File: config.mk
export PLATFORM = sky130hd
export DESIGN_NAME = basket_entry_store
export DESIGN_NICKNAME = d
export VERILOG_FILES = /design/src/rtl/sale_terminal_pkg.sv /design/src/rtl/basket_slot_array.sv /design/src/rtl/basket_entry_store.sv
export SDC_FILE = /design/constraint.sdc
export NUM_CORES = 1
export LEC_CHECK = 0
export BUFFER_PORTS_ARGS = -buffer_cell sky130_fd_sc_hd__buf_2
export CAP_MARGIN = 10
export CORE_MARGIN = 8
export CORE_UTILIZATION = 40
export CTS_CLUSTER_DIAMETER = 120
export DETAILED_ROUTE_END_ITERATION = 10
export HOLD_SLACK_MARGIN = 0.12
export SYNTH_ARGS = -nofsm -noshare
export SYNTH_HDL_FRONTEND = slang
export SYNTH_HIERARCHICAL = 1
export SYNTH_SLANG_ARGS = --single-unit
File: constraint.sdc
create_clock -name CLOCK_50 -period 4.46 [get_ports CLOCK_50]
set_clock_uncertainty 0.15 [all_clocks]
set_input_delay 0.892 -clock CLOCK_50 [delete_from_list [all_inputs] [get_ports CLOCK_50]]
set_output_delay 0.892 -clock CLOCK_50 [all_outputs]
set_load 0.02 [all_outputs]
File: src/rtl/sale_terminal_pkg.sv
// Shared constants, encodings and types for the sale terminal's basket logic.
// The basket geometry lives here so the store and its slot array agree on it.
package sale_terminal_pkg;

    localparam int MAX_ITEMS = 8;
    localparam int IDX_W     = 3;
    localparam int CNT_W     = 4;
    localparam logic [3:0] QTY_MAX = 4'd15;

    localparam logic [1:0] ERR_NONE = 2'b00;
    localparam logic [1:0] ERR_FULL = 2'b01;
    localparam logic [1:0] ERR_BAD  = 2'b10;
    localparam logic [1:0] ERR_BUSY = 2'b11;

    typedef enum logic [2:0] {
        ST_IDLE   = 3'd0,
        ST_SEARCH = 3'd1,
        ST_MERGE  = 3'd2,
        ST_APPEND = 3'd3,
        ST_SHIFT  = 3'd4
    } basket_state_e;

    typedef struct packed {
        logic [3:0] id;
        logic [3:0] qty;
    } slot_t;

    // Merged quantities clip at QTY_MAX instead of wrapping.
    function automatic logic [3:0] merge_qty(input logic [3:0] old_qty, input logic [3:0] add_qty);
        logic [4:0] sum;
        sum = {1'b0, old_qty} + {1'b0, add_qty};
        return (sum > {1'b0, QTY_MAX}) ? QTY_MAX : sum[3:0];
    endfunction

endpackage

File: src/rtl/basket_slot_array.sv
// Register file of basket slots: one write port, shift-down-by-one, clear,
// a combinational compare port and a registered, count-qualified read port.
module basket_slot_array
    import sale_terminal_pkg::*;
(
    input  logic             clk,
    input  logic             rst_n,
    input  logic             clr,
    input  logic             wr_en,
    input  logic [IDX_W-1:0] wr_idx,
    input  slot_t            wr_slot,
    input  logic             shift_en,
    input  logic [IDX_W-1:0] shift_idx,
    input  logic [IDX_W-1:0] cmp_idx,
    input  logic [3:0]       cmp_id,
    output logic             cmp_match,
    output logic [3:0]       cmp_qty,
    input  logic [IDX_W-1:0] rd_idx,
    input  logic [CNT_W-1:0] count,
    output slot_t            rd_slot
);

    slot_t            slots [MAX_ITEMS];
    logic [IDX_W-1:0] shift_src;

    assign shift_src = shift_idx + IDX_W'(1);
    assign cmp_match = (slots[cmp_idx].id == cmp_id);
    assign cmp_qty   = slots[cmp_idx].qty;

    // NOTE: the slots are reset explicitly because an empty basket must read back as all-zero entries.
    always_ff @(posedge clk or negedge rst_n) begin
        if (!rst_n) begin
            for (int i = 0; i < MAX_ITEMS; i++) slots[i] <= '0;
        end else if (clr) begin
            for (int i = 0; i < MAX_ITEMS; i++) slots[i] <= '0;
        end else if (wr_en) begin
            slots[wr_idx] <= wr_slot;
        end else if (shift_en) begin
            slots[shift_idx] <= slots[shift_src];
        end
    end

    // Reads see the array before any write on the same edge.
    always_ff @(posedge clk or negedge rst_n) begin
        if (!rst_n) begin
            rd_slot <= '0;
        end else begin
            rd_slot <= (CNT_W'(rd_idx) < count) ? slots[rd_idx] : '0;
        end
    end

endmodule

File: src/rtl/basket_entry_store.sv
// Ordered basket store: merges repeated products, appends new ones, removes
// by index with order preserved, and reports completion and rejected requests.
module basket_entry_store
    import sale_terminal_pkg::*;
(
    input  logic             CLOCK_50,
    input  logic             RESET_N,
    input  logic             Add_En,
    input  logic [3:0]       ProductID_in,
    input  logic [3:0]       ProductQuantity_in,
    input  logic             Remove_En,
    input  logic [IDX_W-1:0] Remove_Index,
    input  logic             Clear_En,
    input  logic [IDX_W-1:0] Read_Index,
    output logic [3:0]       Read_ProductID,
    output logic [3:0]       Read_Quantity,
    output logic [3:0]       BasketProductNum,
    output logic             Full,
    output logic             Busy,
    output logic             Op_Done,
    output logic             Err,
    output logic [1:0]       Err_Code
);

    basket_state_e    state_q, state_d;
    logic [IDX_W-1:0] ptr_q, ptr_d;
    logic [CNT_W-1:0] count_q, count_d;
    logic [3:0]       id_q, id_d, qty_q, qty_d;
    logic             done_q, done_d, err_q, err_d;
    logic [1:0]       code_q, code_d;

    logic             clr, wr_en, shift_en, cmp_match, ptr_last;
    logic [IDX_W-1:0] wr_idx;
    slot_t            wr_slot, rd_slot;
    logic [3:0]       cmp_qty;

    basket_slot_array u_slots (
        .clk       (CLOCK_50),
        .rst_n     (RESET_N),
        .clr       (clr),
        .wr_en     (wr_en),
        .wr_idx    (wr_idx),
        .wr_slot   (wr_slot),
        .shift_en  (shift_en),
        .shift_idx (ptr_q),
        .cmp_idx   (ptr_q),
        .cmp_id    (id_q),
        .cmp_match (cmp_match),
        .cmp_qty   (cmp_qty),
        .rd_idx    (Read_Index),
        .count     (count_q),
        .rd_slot   (rd_slot)
    );

    assign ptr_last         = (CNT_W'(ptr_q) == count_q - CNT_W'(1));
    assign BasketProductNum = count_q;
    assign Full             = (count_q == CNT_W'(MAX_ITEMS));
    assign Busy             = (state_q != ST_IDLE);
    assign Op_Done          = done_q;
    assign Err              = err_q;
    assign Err_Code         = code_q;
    assign Read_ProductID   = rd_slot.id;
    assign Read_Quantity    = rd_slot.qty;

    always_comb begin
        // NOTE: every signal driven here gets a default first, so no branch can infer a latch.
        state_d  = state_q;
        ptr_d    = ptr_q;
        count_d  = count_q;
        id_d     = id_q;
        qty_d    = qty_q;
        done_d   = 1'b0;
        err_d    = 1'b0;
        code_d   = code_q;
        clr      = 1'b0;
        wr_en    = 1'b0;
        wr_idx   = ptr_q;
        wr_slot  = '0;
        shift_en = 1'b0;

        if (Clear_En) begin
            // Clear aborts whatever is in flight and swallows any same-cycle request silently.
            clr     = 1'b1;
            count_d = '0;
            ptr_d   = '0;
            state_d = ST_IDLE;
        end else begin
            if (state_q != ST_IDLE && (Add_En || Remove_En)) begin
                err_d  = 1'b1;
                code_d = ERR_BUSY;
            end
            unique case (state_q)
                ST_IDLE: begin
                    if (Remove_En) begin
                        if (CNT_W'(Remove_Index) >= count_q) begin
                            err_d  = 1'b1;
                            code_d = ERR_BAD;
                        end else begin
                            ptr_d   = Remove_Index;
                            state_d = ST_SHIFT;
                        end
                        if (Add_En && !err_d) begin
                            err_d  = 1'b1;
                            code_d = ERR_BUSY;
                        end
                    end else if (Add_En) begin
                        id_d  = ProductID_in;
                        qty_d = ProductQuantity_in;
                        ptr_d = '0;
                        if (ProductQuantity_in == 4'd0) begin
                            err_d  = 1'b1;
                            code_d = ERR_BAD;
                        end else if (count_q == '0) begin
                            state_d = ST_APPEND;
                        end else begin
                            state_d = ST_SEARCH;
                        end
                    end
                end
                ST_SEARCH: begin
                    if (cmp_match)     state_d = ST_MERGE;
                    else if (ptr_last) state_d = ST_APPEND;
                    else               ptr_d   = ptr_q + IDX_W'(1);
                end
                ST_MERGE: begin
                    wr_en   = 1'b1;
                    wr_slot = '{id: id_q, qty: merge_qty(cmp_qty, qty_q)};
                    done_d  = 1'b1;
                    state_d = ST_IDLE;
                end
                ST_APPEND: begin
                    if (Full) begin
                        err_d  = 1'b1;
                        code_d = ERR_FULL;
                    end else begin
                        wr_en   = 1'b1;
                        wr_idx  = count_q[IDX_W-1:0];
                        wr_slot = '{id: id_q, qty: qty_q};
                        count_d = count_q + CNT_W'(1);
                        done_d  = 1'b1;
                    end
                    state_d = ST_IDLE;
                end
                ST_SHIFT: begin
                    // The final step blanks the vacated tail slot instead of shifting.
                    if (ptr_last) begin
                        wr_en   = 1'b1;
                        count_d = count_q - CNT_W'(1);
                        done_d  = 1'b1;
                        state_d = ST_IDLE;
                    end else begin
                        shift_en = 1'b1;
                        ptr_d    = ptr_q + IDX_W'(1);
                    end
                end
                default: state_d = ST_IDLE;
            endcase
        end
    end

    // NOTE: sequential state uses non-blocking assignments so every register updates from pre-edge values.
    always_ff @(posedge CLOCK_50 or negedge RESET_N) begin
        if (!RESET_N) begin
            state_q <= ST_IDLE;
            ptr_q   <= '0;
            count_q <= '0;
            id_q    <= '0;
            qty_q   <= '0;
            done_q  <= 1'b0;
            err_q   <= 1'b0;
            code_q  <= ERR_NONE;
        end else begin
            state_q <= state_d;
            ptr_q   <= ptr_d;
            count_q <= count_d;
            id_q    <= id_d;
            qty_q   <= qty_d;
            done_q  <= done_d;
            err_q   <= err_d;
            code_q  <= code_d;
        end
    end

endmodule

; Yosys cells after proc, flatten, opt, wreduce, memory -nomap -nowiden
; Index checks and enable logic that the tools add are counted.
[op_classes]
bitwise_logic = 6
add_sub_neg = 4
n_lt_le_gt_ge = 9
mux = 75
n_reduce_logical = 17
n_eq_ne = 14
[ops]
columns = op, n
row1 = 2-to-1 mux 64 bit, 3
row2 = bitwise mux 64 bit, 2
row3 = 2-to-1 mux 8 bit, 11
row4 = binary-select mux 8 bit (select 3 bit), 3
row5 = 2-to-1 mux 3 bit, 17
row6 = demux 8 bit (select 3 bit), 2
row7 = 2-to-1 mux 1 bit, 18
row8 = case mux 3 bit (3 select lines), 2
row9 = greater-or-equal comparator 4 bit (second input constant), 4
row10 = 2-to-1 mux 2 bit, 8
row11 = 2-to-1 mux 4 bit, 4
row12 = inequality test 4 bit (second input constant), 4
row13 = inverter 3 -> 4 bit, 4
row14 = case mux 8 bit (2 select lines), 1
row15 = inequality test 3 bit (second input constant), 3
row16 = nonzero test 3 bit, 3
row17 = zero test 4 bit, 2
row18 = < comparator 4 x 1 -> 1 bit (second input constant), 2
row19 = case mux 4 bit (2 select lines), 1
row20 = AND reduction 4 bit, 2
row21 = == test 3 x 2 -> 1 bit (second input constant), 2
row22 = adder 4 x 4 -> 5 bit, 1
row23 = greater-than comparator 5 x 4 -> 1 bit (second input constant), 1
row24 = AND reduction 5 bit, 1
row25 = 20 further kinds, 24
[totals]
word_cells = 151
register_bits = 94

; Logic depth before layout (Yosys ltp)
; Gate-level depths: netlist of the first run.
[logic_depth]
ltp_word = 13
mapped_depth = 14
depth_no_buf = 11

; Cells and area by module
; The synthesis of the first run kept the hierarchy.
[by_module_without_submodules]
columns = module, seq_area_each_um2, n_inst, area_each_um2, cells_each
row1 = basket_slot_array, 1801.7, 1, 4971.0, 446
row2 = basket_entry_store, 550.5, 1, 1706.6, 198

; Worst setup path before layout of the first run
; OpenSTA, ideal clock, no wires.
[synth_timing]
kind = register -> register
start = register count_q[0] (netlist: BasketProductNum[0])
end = register u_slots/slots[10] in the netlist's numbering
period_less_slack_ns = 3.623
setup_ns = 0.077
path_stages_with_launch = 14
path_buffers = 2
arrival_time_ns = 3.396
setup_slack_ns = 0.837
required_ns = 4.233
cell_sequence = dfrtp_1 inv_1 ha_1 xor2_1 or4b_4 a21oi_2 nand2_1 a21oi_1 clkbuf_1 nand4b_1 o211ai_1 clkbuf_1 nor2_1 a21oi_1
[synth_between]
word_cells_on_any_way = 26
[synth_lines]
columns = item, line
row1 = from (decl), basket_entry_store.sv:27  ; logic [CNT_W-1:0] count_q, count_d;
row2 = from (signal assigned), basket_entry_store.sv:175  ; count_q <= count_d;
row3 = subtractor 4 x 1 -> 4 bit, basket_entry_store.sv:55  ; assign ptr_last = (CNT_W'(ptr_q) == count_q - CNT_W'(1));
row4 = == test 3 x 4 -> 1 bit, basket_entry_store.sv:55
row5 = 2-to-1 mux 1 bit, -
row6 = case mux 1 bit (3 select lines) (*), -
row7 = 2-to-1 mux 1 bit (*), -
row8 = net done_d, basket_entry_store.sv:29  ; logic done_q, done_d, err_q, err_d;
row9 = 2-to-1 mux 64 bit, basket_slot_array.sv:36  ; end else if (wr_en) begin
row10 = 2-to-1 mux 64 bit, basket_slot_array.sv:34  ; end else if (clr) begin
row11 = "to (signal, indexed assignment)", basket_slot_array.sv:37  ; slots[wr_idx] <= wr_slot;
row12 = "to (signal, indexed assignment)", basket_slot_array.sv:39  ; slots[shift_idx] <= slots[shift_src];
row13 = to (decl), basket_slot_array.sv:23  ; slot_t slots [MAX_ITEMS];
; The timed path passes the listed nets; every way through them passes the cells marked *.
; A chain may end at the register's enable or synchronous reset.

; Worst setup path in the final report of the first run
[layout_timing]
start = register count_q[0] (netlist: BasketProductNum[0])
end = register u_slots/slots[43] in the netlist's numbering
; Same word-level chain as after synthesis.

==> summary.md, run 1 <==
| Metric | Value |
|---|---|
| Status | finished clean |
| Worst Path Buf+Inv | 2 |
| Min Tclk post-route | 4.03 ns |
| Internal power | 1.89 mW |
| Met3 Usage GRT | 0.0323 |
| Avg Synthesized Cell Area | 10.4 sq um |
| Post-Syn Nets | 678 |
| DRC | 0 |
| Pleak | 2.90 nW |
| R2r setup slk | 0.43 ns |
| DP Area | 7100 sq um |
| Reg area | 2350 sq um |
| Met2 usage | 0.312 |
| Post-synthesis cell count | 644 |
| Post-synthesis sequential area ratio | 0.352 |
| Worst-path clk slew | 0.07 ns |
| RSZ-0062 raised after global routing | no |
| P&R area growth vs syn | 10.3% |
| CP endpoint kind | flip-flop |
| Worst vdd ir | 196 uV |
| Critical setup path kind | flip-flop to flip-flop |
| Hold WC Path Type | flip-flop to flip-flop |
| PD cells | 409 nW/um^2 |
| Slowest stage delay, CP | 0.62 ns |
| Sequential power share | 0.367 |
| Top cell type's share of synthesized area | 0.352 |
| Setup Buffers After CTS | 0 |
| GRT Resource Usage Total | 0.192 |
| Clock Power Share | 0.239 |
| Fin area | 7370 sq um |
| Share of cells above drive strength 1 | 0.205 |
| FF+latch count, synth | 94 |
| Nature of the critical path startpoint | flip-flop |
| Worst setup path startpoint | BasketProductNum[0] |
| Top post-synthesis cells by count | dfrtp_1, a21oi_1, nor2_1 |
| Clock Latency Late Sink | 0.36 ns |
| Die Span Y | 145 um |
| Vias per cell | 6.39 |
| Drt pass-1 iters | 5 |
| I/O pins | 37 |
| GP Congestion | 0.915 |
| Final Hold Viols | 0 |
| Stages on worst setup path | 12 |
| WL per Instance | 23.0 um |
| Slew Viols, Final | 0 |
| Fill cells | 1,579 |
| Routed WL | 20.5 mm |
| Most common cell in the netlist | dfrtp_1 |
| DP HPWL | 14.6 mm |
| Final nets | 704 |
| Post-route insts no fill | 893 |
| Die width | 145 um |
| Clk buf depth | 2 |
| EDFF count, synth | 0 |
| Cell chain of the critical path | inv_1 -> ha_1 -> xor2_1 -> or4b_4 -> a21oi_2 -> nand2_1 -> a21oi_1 -> buf_4 -> nor4bb_1 -> a211o_1 -> o211ai_1 -> o21a_1 |
| Critical Path RT | 4.56 ns |
| CP max FO | 19 |
| Switch Pwr | 1.13 mW |
| Post-route ant nets | 0 |
| Most used DFF post-synth | dfrtp_1 |
| Port bufs | 36 |
| Unique cell type count in the Yosys netlist | 68 |
| Area of the multi-input gates | 4050 sq um |
| Final Power | 3.02 mW |
| Net Sw Frac | 0.374 |
| H-tree levels | 3 |
| Initial Utilization | 0.406 |
| Worst path slowest cell | a211o_1 |
| Worst R2R Path Depth | 12 |
| DR vias | 5,706 |
| Fin crit share | 0.903 |
| Vias in the first global route | 5,481 |
| GR Util met1 | 0.247 |
| Post-Synthesis Cell Area | 6680 sq um |
| MaxCap Viol Count | 0 |
| Cts bufs inserted | 9 |
| Slew @ Worst Pin | 1.06 ns |
| Placed cells | 879 |
| Die area | 21,100 sq um |
| Yosys warning count | 6 |
| CP top delay family | compound AO/OA/AOI/OAI gates |
| CTS resizes | 0 |
| TNS Setup | 0 ns |
| CTS tree | built |
| Share of power burned in combinational logic | 0.394 |
| Busiest layer in global routing | met2 |
| Worst setup endpoint | u_slots/slots[43] |
| Number of setup violations in the final report | 0 |
| Peak Freq | 248 MHz |
| Initial drt markers | 683 |
| N_diodes | 0 |
| FFs w/ async S/R, synth | 1.00 |
| Aggregate global routing overflow | 0 |
| Hold buffers post-CTS | 0 |
| Post-synth top area cell | dfrtp_1 |
| Rows | 47 |
| CORE AREA | 16,500 sq um |
| Clk sinks | 94 |
| Ranking of synthesized cells by area | dfrtp_1, mux4_2, mux2i_1 |
| Reg-to-reg endpoint | u_slots/slots[43] |
| R2R Path Start | BasketProductNum[0] |
| Rel. slew slack | 0.289 |
| Initial antenna violation count | 0 |
| Clk root buf | clkbuf_16 |
| WP data arrival | 4.13 ns |
| First-pass GRT wire length | 31.8 mm |
| Largest net degree at the start of global routing | 50 |
| Util after Layout | 0.447 |
[cell families (layout without fill, tap and decap cells)]
logic type / Yosys count / after routing / synth area share
AO/OA/AOI/OAI: 198 / 198 / 0.202
XOR/XNOR: 14 / 14 / 0.0195
adder cells (fa/ha/maj): 15 / 15 / 0.0292
buffers and inverters: 60 / 89 / 0.0416
flip-flops: 94 / 94 / 0.352
multiplexers: 92 / 92 / 0.217
AND/OR/NAND/NOR: 171 / 171 / 0.139
[layout make-up]
type | count | share of cell area
clock inverter | 4 | 0.00340
timing repair buffer | 62 | 0.0513
tap | 220 | 0.0374
clock buffer | 10 | 0.0324
sequential | 94 | 0.319
inverter | 13 | 0.00662
multi-input combinational | 490 | 0.549
[how the worst min path moves through the flow]
stage	slack, ns	from	end	cells past startpoint
global placement	0.36	Err_Code[0]	Err_Code[0]	2
detailed placement	0.37	Err_Code[0]	Err_Code[0]	2
finish	0.38	u_slots/slots[19]	u_slots/slots[19]	1
floorplan	0.34	qty_q[3]	qty_q[3]	1
global route	0.41	u_slots/slots[0]	u_slots/slots[0]	1
CTS	0.39	Err_Code[0]	Err_Code[0]	2
[registers in the layout (all words and copies together), names as in the netlist, 2 cells and up]
register / cells
Err_Code: 2
u_slots/rd_slot: 8
id_q: 4
state_q: 3
u_slots/slots: 64
BasketProductNum: 4
qty_q: 4
ptr_q: 3
[placed cells by master, fill, tap and decap left out, drive strengths merged, types with 10 or more instances in the layout]
master  instances
dfrtp          94
buf            62
a21oi          53
nor2           53
mux4           41
o21a           40
mux2i          39
nand2          35
o211ai         34
a22oi          16
o21ai          15
ha             14
inv            13
mux2           12
nand3          10
nor3           10
clkbuf         10
[stage by stage]
step	hold slack, ns	setup WS [ns]
after global placement	0.361	0.579
after global routing	0.414	0.186
after detailed placement	0.369	0.572
after CTS	0.385	0.536
after floorplan	0.343	0.837
final	0.381	0.431
[layer usage]
metal  part of all wire  vias to the layer above
met2               0.48                      274
li1                   -                     2520
met4              0.030                        0
met5                  0                        -
met1               0.42                     2862
met3              0.070                       50
[power groups by stage]
stage | logic [mW] | clock network [mW] | registers (mW)
6_report | 1.19 | 0.720 | 1.11
4_1_cts | 1.19 | 0.736 | 1.10
5_1_grt | 1.28 | 0.762 | 1.12
3_3_place_gp | 1.15 | 0 | 1.11
3_5_place_dp | 1.17 | 0 | 1.12
2_1_floorplan | 0.897 | 0 | 1.07
(Power assumes the default switching activity.)
==> inputs of run 2 (changes only) <==
SYNTH_HIERARCHICAL = unset   (was 1)
==> run 2 against run 1 <==
Flip-flop and latch count unchanged. Hold slack better by 0.019 ns. Via count down 1.8%. Design area up 2.2%. Synthesized cell count up 1.2%. Critical path type unchanged. Clock power up 12%.
==> summary.md, run 2 <==
| Metric | Value |
|---|---|
| Commonest non-fill, non-tap cell in the layout | dfrtp_1 |
| Avg Synthesized Cell Area | 10.4 sq um (+0.29%) |
| Rel. slew slack | 0.291 (+0.00290) |
| Top post-synthesis cells by count | dfrtp_1, nor2_1, a21oi_1 |
| Most used DFF post-synth | dfrtp_1 |
| Pleak | 3.22 nW (+11%) |
| Top cell type's share of synthesized area | 0.347 (-0.00533) |
| Post-synthesis sequential area ratio | 0.347 (-0.00533) |
| Post-route ant nets | 0 (unchanged) |
| Worst Path Buf+Inv | 2 (unchanged) |
| Port bufs | 36 (unchanged) |
| Final WS setup | 0.454 ns (+0.0224 ns) |
| Routed WL | 20.7 mm (+1.1%) |
| Vias in the first global route | 5,646 (+3.0%) |
| DR vias | 5,601 (-1.8%) |
| Most common cell in the netlist | dfrtp_1 |
| Most used cell, CP | nor2_1 |
| Switch Pwr | 1.88 mW (+67%) |
| Slew @ Worst Pin | 1.06 ns (-0.00359 ns) |
| Min Tclk post-route | 4.01 ns (-0.0224 ns) |
| Internal power | 2.41 mW (+28%) |
| Fill cells | 1,566 (-0.82%) |
| EDFF count, synth | 0 (unchanged) |
| Clk root buf | clkbuf_16 |
| Worst R2R Path Depth | 12 (unchanged) |
| R2R Path Start | ptr_q[1] |
| Unique cell type count in the Yosys netlist | 61 (-10%) |
| Cell chain of the critical path | nand2b_1 -> nor2_1 -> buf_4 -> a221oi_1 -> nand3_1 -> ha_1 -> inv_1 -> and3_1 -> o21ai_0 -> a22oi_1 -> nor2_1 -> mux2_1 |
| DP HPWL | 14.0 mm (-3.8%) |
| Initial antenna violation count | 0 (unchanged) |
| Slowest stage delay, CP | 0.68 ns (+0.06 ns) |
| Worst Hold Launch | qty_q[3] |
| Rows | 47 (unchanged) |
| Worst vdd ir | 251 uV (+28%) |
| Share of power burned in combinational logic | 0.499 (+0.105) |
| Status | finished clean |
| PD cells | 570 nW/um^2 (+39%) |
| GRT Resource Usage Total | 0.195 (+0.00325) |
| Post-synth top area cell | dfrtp_1 |
| Sequential power share | 0.314 (-0.053) |
| Setup Buffers After CTS | 0 (unchanged) |
| Critical setup path kind | flip-flop to flip-flop |
| Reg-to-reg endpoint | u_slots.slots[58] |
| I/O pins | 37 (unchanged) |
| Die width | 146 um (+0.68%) |
| Share of cells above drive strength 1 | 0.272 (+0.0669) |
| Drt pass-1 iters | 5 (unchanged) |
| Post-Synthesis Cell Area | 6780 sq um (+1.5%) |
| P&R area growth vs syn | 11.1% |
| Post-synthesis cell count | 652 (+1.2%) |
| CP max FO | 10 (-9) |
| Hold path cells | 1 (unchanged) |
| Hold worst-path end | qty_q[3] |
| CP endpoint kind | flip-flop |
| WP data arrival | 4.10 ns (-0.03 ns) |
| Critical Path RT | 4.55 ns (about the same) |
| Clk sinks | 94 (unchanged) |
| Hold WC Path Type | flip-flop to flip-flop |
| Most frequent cells in the layout | dfrtp_1, nor2_1, a21oi_1, mux2_2, mux2i_1 |
| Aggregate global routing overflow | 0 (unchanged) |
| Post-Syn Nets | 685 (+1.0%) |
| Die area | 21,400 sq um (+1.4%) |
| Dpl ws | 0.613 ns (+0.0409 ns) |
| CORE AREA | 16,600 sq um (+0.71%) |
| Cts bufs inserted | 9 (unchanged) |
| Biggest register | u_slots.slots |
| Die Span Y | 146 um (+0.68%) |
| GP Congestion | 0.931 (+1.8%) |
| CTS resizes | 0 (unchanged) |
| Ranking of synthesized cells by area | dfrtp_1, mux4_2, mux2_2 |
| CTS tree | built |
| First-pass GRT wire length | 32.9 mm (+3.6%) |
| TNS Setup | 0 ns (unchanged) |
| RSZ-0062 raised after global routing | no |
| DRC | 0 (unchanged) |
| Final nets | 712 (+1.1%) |
| Fin crit share | 0.898 (-0.00502) |
| Nature of the critical path startpoint | flip-flop |
| Number of setup violations in the final report | 0 (unchanged) |
| Initial drt markers | 661 (-3.2%) |
| Clock Latency Late Sink | 0.36 ns (about the same) |
| Worst path slowest cell | nor2_1 |
| Vias per cell | 6.20 (-3.0%) |
| FF+latch count, synth | 94 (unchanged) |
| Hold buffers post-CTS | 0 (unchanged) |
| Worst-path clk slew | 0.07 ns (about the same) |
| N_diodes | 0 (unchanged) |
| Net Sw Frac | 0.438 (+0.0637) |
| MaxCap Viol Count | 0 (unchanged) |
| Peak Freq | 250 MHz (+0.56%) |
| Initial Utilization | 0.409 (+0.00331) |
| Largest regs | u_slots.slots: 64 flops, u_slots.rd_slot: 8 flops |
| Clock Power Share | 0.187 (-0.052) |
| Max reg flops | 64 (unchanged) |
| H-tree levels | 3 (unchanged) |
| Largest net degree at the start of global routing | 69 (+38%) |
| R2r setup slk | 0.45 ns (+0.02 ns) |
| WL per Instance | 22.9 um (-0.12%) |
| Clk buf depth | 2 (unchanged) |
| FFs w/ async S/R, synth | 1.00 (unchanged) |
| Final Hold Viols | 0 (unchanged) |
| Slew Viols, Final | 0 (unchanged) |
| CP top delay family | simple AND/OR/NAND/NOR gates |
| Yosys warning count | 0 (-6) |
==> run 2: how the worst max path moves through the flow <==
stage / from / to / slack [ns] / cells past startpoint
6_report: ptr_q[1] / u_slots.slots[58] / 0.45 / 12
5_1_grt: ptr_q[1] / u_slots.slots[58] / 0.30 / 11
4_1_cts: ptr_q[1] / u_slots.slots[58] / 0.60 / 12
3_5_place_dp: ptr_q[1] / u_slots.slots[58] / 0.61 / 12
3_3_place_gp: ptr_q[1] / u_slots.slots[58] / 0.61 / 12
2_1_floorplan: ptr_q[0] / u_slots.slots[59] / 0.58 / 15
==> run 2: per-stage QoR <==
step	hold slack, ns	cell area, sq um	cells	power, mW	utilization
detailed placement	0.389	7230	888	3.45	0.436
global route	0.414	7530	904	4.55	0.454
finish	0.400	7530	904	4.29	0.454
global placement	0.379	7230	888	3.40	0.436
CTS	0.404	7530	904	4.26	0.454
floorplan	0.343	6780	652	2.80	-
==> run 2: area by class of cell <==
class | count | area, sq um | share of cell area
flip-flops and latches | 94 | 2350 | 0.313
well taps | 220 | 275 | 0.0366
repair buffers | 62 | 378 | 0.0502
clock inverters | 4 | 55.1 | 0.00731
multi-input cells | 488 | 4130 | 0.549
clock buffers | 12 | 246 | 0.0327
inverters | 24 | 90.1 | 0.0120
==> run 2: cells by family (layout without fill, tap and decap cells) <==
group	count (synthesis)	count (layout)	share of synthesized area
adders and majority gates	14	14	0.0269
AOI/OAI and AO/OA	145	145	0.146
and+or+nand+nor	173	173	0.122
xor gates and xnor gates	12	12	0.0186
buffers and inverters	70	102	0.0456
muxes	144	144	0.294
DFF	94	94	0.347
==> run 2: layer usage <==
layer,part of all wire,global-route usage,up-vias
li1,-,-,2459
met1,0.42,0.252,2778
met2,0.46,0.298,301
met3,0.075,0.0439,63
met4,0.043,0.107,0
met5,0,0,-
==> run 2: power groups by stage <==
stage	sequential [mW]	clock (mW)	combinational (mW)
after global routing	1.38	0.858	2.32
after floorplan	1.25	0	1.55
after CTS	1.33	0.814	2.11
final	1.35	0.805	2.14
after detailed placement	1.35	0	2.10
after global placement	1.33	0	2.06
